===== src/rtl/tx_fifo.sv =====
// Transmit FIFO feeding a machine's din. Capacity is DEPTH words, or 2*DEPTH when joined.
// Pushes and pops may share a cycle. Overflow and underflow are sticky, write-1-to-clear flags.
module tx_fifo #(
    parameter int WIDTH = 32,
    parameter int DEPTH = 4
) (
    input  logic                         clk,
    input  logic                         reset,
    input  logic                         join_i,
    input  logic                         flush,
    input  logic                         wr,
    input  logic [WIDTH-1:0]             wdata,
    input  logic                         pull,
    input  logic                         pull_en,
    output logic [WIDTH-1:0]             dout,
    output logic                         empty,
    output logic                         full,
    output logic [$clog2(2*DEPTH):0]     level,
    output logic                         overflow,
    output logic                         underflow,
    input  logic [1:0]                   clr_flags
);

    localparam int CAP2 = 2 * DEPTH;
    localparam int PW   = $clog2(CAP2);
    localparam int LW   = $clog2(CAP2) + 1;

    logic [WIDTH-1:0] mem [CAP2];

    logic [PW-1:0] rdPtr_q, rdPtr_d;
    logic [PW-1:0] wrPtr_q, wrPtr_d;
    logic [LW-1:0] level_q, level_d;
    logic          overflow_q, overflow_d;
    logic          underflow_q, underflow_d;
    logic          joinHist_q;
    logic          joinSeen_q;

    logic [LW-1:0] capacity;
    logic [LW-1:0] lastIdx;
    logic          joinChange;
    logic          flushNow;
    logic          popOk;
    logic          pushOk;

    // joinSeen_q keeps the first cycle after reset from reading as a mode change,
    // so the history register never needs an asynchronous load of join_i.
    assign capacity   = join_i ? LW'(CAP2) : LW'(DEPTH);
    assign lastIdx    = capacity - LW'(1);
    assign joinChange = joinSeen_q && (join_i != joinHist_q);
    assign flushNow   = flush || joinChange;

    assign empty = (level_q == '0);
    assign full  = (level_q == capacity);
    assign level = level_q;
    assign dout  = empty ? '0 : mem[rdPtr_q];

    assign overflow  = overflow_q;
    assign underflow = underflow_q;

    assign popOk  = pull && pull_en && !empty && !flushNow;
    assign pushOk = wr && (!full || popOk) && !flushNow;

    always_comb begin
        rdPtr_d     = rdPtr_q;
        wrPtr_d     = wrPtr_q;
        level_d     = level_q;
        overflow_d  = overflow_q && !clr_flags[0];
        underflow_d = underflow_q && !clr_flags[1];

        if (flushNow) begin
            rdPtr_d = '0;
            wrPtr_d = '0;
            level_d = '0;
            overflow_d  = overflow_q;
            underflow_d = underflow_q;
        end else begin
            if (pushOk)
                wrPtr_d = ({1'b0, wrPtr_q} == lastIdx) ? '0 : wrPtr_q + PW'(1);
            if (popOk)
                rdPtr_d = ({1'b0, rdPtr_q} == lastIdx) ? '0 : rdPtr_q + PW'(1);
            if (pushOk && !popOk)
                level_d = level_q + LW'(1);
            else if (popOk && !pushOk)
                level_d = level_q - LW'(1);
            // A flag's set condition takes priority over its clear bit.
            if (wr && full && !popOk)
                overflow_d = 1'b1;
            if (pull && pull_en && empty)
                underflow_d = 1'b1;
        end
    end

    always_ff @(posedge clk or posedge reset) begin
        if (reset) begin
            rdPtr_q     <= '0;
            wrPtr_q     <= '0;
            level_q     <= '0;
            overflow_q  <= 1'b0;
            underflow_q <= 1'b0;
            joinHist_q  <= 1'b0;
            joinSeen_q  <= 1'b0;
        end else begin
            rdPtr_q     <= rdPtr_d;
            wrPtr_q     <= wrPtr_d;
            level_q     <= level_d;
            overflow_q  <= overflow_d;
            underflow_q <= underflow_d;
            joinHist_q  <= join_i;
            joinSeen_q  <= 1'b1;
        end
    end

    always_ff @(posedge clk) begin
        if (pushOk)
            mem[wrPtr_q] <= wdata;
    end

endmodule

===== config.mk =====
export PLATFORM = sky130hd
export DESIGN_NAME = tx_fifo
export DESIGN_NICKNAME = d
export VERILOG_FILES = /design/src/rtl/tx_fifo.sv
export SDC_FILE = /design/constraint.sdc
export NUM_CORES = 1
export LEC_CHECK = 0
export ABC_AREA = 1
export CAP_MARGIN = 0
export CELL_PAD_IN_SITES_DETAIL_PLACEMENT = 2
export CELL_PAD_IN_SITES_GLOBAL_PLACEMENT = 2
export CORE_ASPECT_RATIO = 0.7
export CORE_MARGIN = 2
export CORE_UTILIZATION = 44
export CTS_CLUSTER_DIAMETER = 40
export CTS_CLUSTER_SIZE = 14
export DETAILED_ROUTE_END_ITERATION = 8
export PLACE_DENSITY_LB_ADDON = 0.05
export REMOVE_ABC_BUFFERS = 1
export SLEW_MARGIN = 30
export SYNTH_ARGS = -nofsm -noshare
export SYNTH_HDL_FRONTEND = slang
export SYNTH_SLANG_ARGS = --single-unit

===== constraint.sdc =====
create_clock -name clk -period 6.9 [get_ports clk]
set_clock_uncertainty 0.1 [all_clocks]
set_input_delay 1.38 -clock clk [delete_from_list [all_inputs] [get_ports clk]]
set_output_delay 1.38 -clock clk [all_outputs]
set_load 0.05 [all_outputs]

==> summary.md <==
| Metric | Value |
|---|---|
| Status | finished, final reports clean |
| CTS tree | built |
| Leakage power | 4.42 nW |
| Residual DRC count | 0 |
| Initial DRC Count | 495 |
| Cell Count, Final, Fillers Out | 1272 |
| Worst R2R Setup Slack | 3850 ps |
| Dpl hpwl | 18000 um |
| Final Power | 4.82 mW |
| Logic pwr share | 0.230 |
| Worst setup EP type | primary output |
| GPL Wtd Cong | 0.723 |
| Final Hold Slack | 411 ps |
| Synthesized area | 10800 um^2 |
| Maxcap violations | 0 |
| Internal power | 3.28 mW |
| Switch Pwr | 1.54 mW |
| Final setup violation count | 0 |
| Buffers on Ports | 80 |
| Worst Reg-to-Reg Cells | 13 |
| Antenna violations before repair | 0 |
| CP Data Arrival Time | 4000 ps |
| Total track usage | 0.265 |
| Core box area | 23900 um^2 |
| I/O Pins | 81 |
| Worst R2R Start | level[0] |
| Via count | 7352 |
| DR WL/cell | 26.0 um |
| Sink Count | 270 |
| RSZ-0062 raised after global routing | false |
| Slew @ Worst Pin | 928 ps |
| ANT cells | 0 |
| YS warnings | 0 |
| Maximum number of pins on one net before global-route repair | 87 |
| Slew headroom | 0.381 |
| Post-cts sizing count | 0 |
| Final core occ | 0.547 |
| Hold/Removal Path Class | reg -> reg |
| Post-Synthesis Cells | 852 |
| Vias in the first global route | 8352 |
| Clock power share | 0.382 |
| PD cells | 369 nW/um^2 |
| Startpoint types | register |
| Fmax | 0.183 GHz |
| First-pass GRT wire length | 50800 um |
| Synthesis-to-finish area growth | 21.0% |
| Worst ir drop on vdd | 0.296 mV |
| CP max FO | 76 |
| Placed Instances | 1211 |
| Clk buf depth | 3 |
| Crit path required time | 5420 ps |
| Fin crit period | 5480 ps |
| WS Path Type | reg -> out |
| Die Wd | 191 um |
| Clock H-tree levels | 2 |
| Final Hold Fails | 0 |
| Total gr overflow | 0 |
| Flop pwr share | 0.388 |
| Clock Latency Late Sink | 500 ps |
| Critical Path End | dout[1] |
| Hold Buf Count CTS | 0 |
| Register area share after synthesis | 0.744 |
| Via density | 5.78 |
| Final WL | 33100 um |
| Yosys cell types | 32 |
| Crit share post-route | 0.794 |
| WHS Path Cells | 1 |
| Setup crit start | rdPtr_q[0] |
| Worst R2R End | level[3] |
| Setup TNS | 0 ps |
| Drt pass-1 iters | 4 |
| Postcts setup bufs | 0 |
| Mapped Avg Cell Area | 12.7 um^2 |
| Layout cells sized above 1 | 0.0996 |
| Net Sw Frac | 0.320 |
| Clk slew on worst S/H paths | 60 ps |
| FF+latch count, synth | 270 |
| Die Y | 135 um |
| CTS root buf | clkbuf_16 |
| Initial Util | 0.453 |
| Die area | 25800 um^2 |
| Fin. max-slew vios | 0 |
| TritonCTS buffer count | 35 |
| Row cnt | 47 |
| Antenna-violating nets left | 0 |
| Nets | 976 |
==> worst min path at each step <==
stage	startpoint	to	slack, ps
after floorplan	wrPtr_q[1]	wrPtr_q[1]	410
after global placement	underflow	underflow	380
after detailed placement	underflow	underflow	410
after CTS	underflow	underflow	420
after global routing	underflow	underflow	460
final	underflow	underflow	410
==> layout make-up <==
class	count	area [um^2]
Clock inverter	23	265
Tap cell	318	398
Timing Repair Buffer	94	906
Multi-Input combinational cell	507	2490
Sequential cell	270	8040
Inverter	22	83.8
Fill cell	2235	10800
Clock buffer	38	887
==> flip-flops by register name, indices dropped and copies added (netlist names) <==
name / count
mem: 256
overflow: 1
level: 4
rdPtr_q: 3
joinHist_q: 1
joinSeen_q: 1
underflow: 1
wrPtr_q: 3
==> worst max-delay path, stage by stage (launching register included) <==
cell and delay, ps:
dfrtp_4 850, buf_4 770, o21ai_0 270, o22ai_1 230
o21ai_1 100, a31oi_1 340, clkdlybuf4s50_1 880
==> cell usage in the layout, fill, tap and decap left out, drive strengths merged, types with 2 or more instances in the layout <==
cell type,n
inv,24
bufinv,5
o22ai,34
dfrtp,14
clkinv,13
buf,14
clkinvlp,3
o21ai,168
edfxtp,256
nand4,3
a31oi,32
clkbuf,38
clkdlybuf4s50,80
ha,4
nor3,8
a21oi,2
nor2,199
nand3,11
nand2,41
==> cells by family (layout without fill, tap and decap cells) <==
logic type | after synthesis | in the layout | share of synthesized area
AO/OA/AOI/OAI | 238 | 238 | 0.119
XOR/XNOR | 1 | 1 | 0.000811
adder cells (fa/ha/maj) | 5 | 5 | 0.00648
buffers and inverters | 75 | 177 | 0.0302
flip-flops | 270 | 270 | 0.744
other | 1 | 1 | 0.000347
AND/OR/NAND/NOR | 262 | 262 | 0.0997
==> synthesized netlist by cell type (all sizes together) <==
library cell	number	area, um^2
edfxtp	256	7690
nor2	199	757
o21ai	168	841
nand2	41	186
o22ai	34	213
a31oi	32	200
clkbuf	30	114
buf	23	130
inv	22	82.6
dfrtp	14	350
nand3	11	60.1
nor3	8	40.0
ha	4	50.1
nand4	3	33.8
a21oi	2	10.0
a32o	1	10.0
conb	1	3.75
fa	1	20.0
o21bai	1	7.51
xor2	1	8.76
==> per-layer routing <==
layer	up-vias	share of wire	track usage
li1	3273	-	-
met1	3870	0.42	0.333
met2	155	0.53	0.476
met3	54	0.035	0.0390
met4	0	0.019	0.0774
met5	-	0	0
==> power groups by stage <==
stage | combinational, mW | clock, mW | sequential [mW]
2_1_floorplan | 0.628 | 0 | 1.94
3_3_place_gp | 1.06 | 0 | 1.90
3_5_place_dp | 1.10 | 0 | 1.90
4_1_cts | 1.12 | 1.87 | 1.87
5_1_grt | 1.18 | 1.92 | 1.88
6_report | 1.11 | 1.84 | 1.87
==> through the flow <==
| step | setup slack (ps) | cell area (um^2) |
|---|---|---|
| 2_1_floorplan | 1210 | 10600 |
| 3_3_place_gp | 2140 | 11900 |
| 3_5_place_dp | 2020 | 11900 |
| 4_1_cts | 1390 | 13100 |
| 5_1_grt | 1190 | 13100 |
| 6_report | 1420 | 13100 |
No activity file was read; power rests on OpenSTA's default activity.
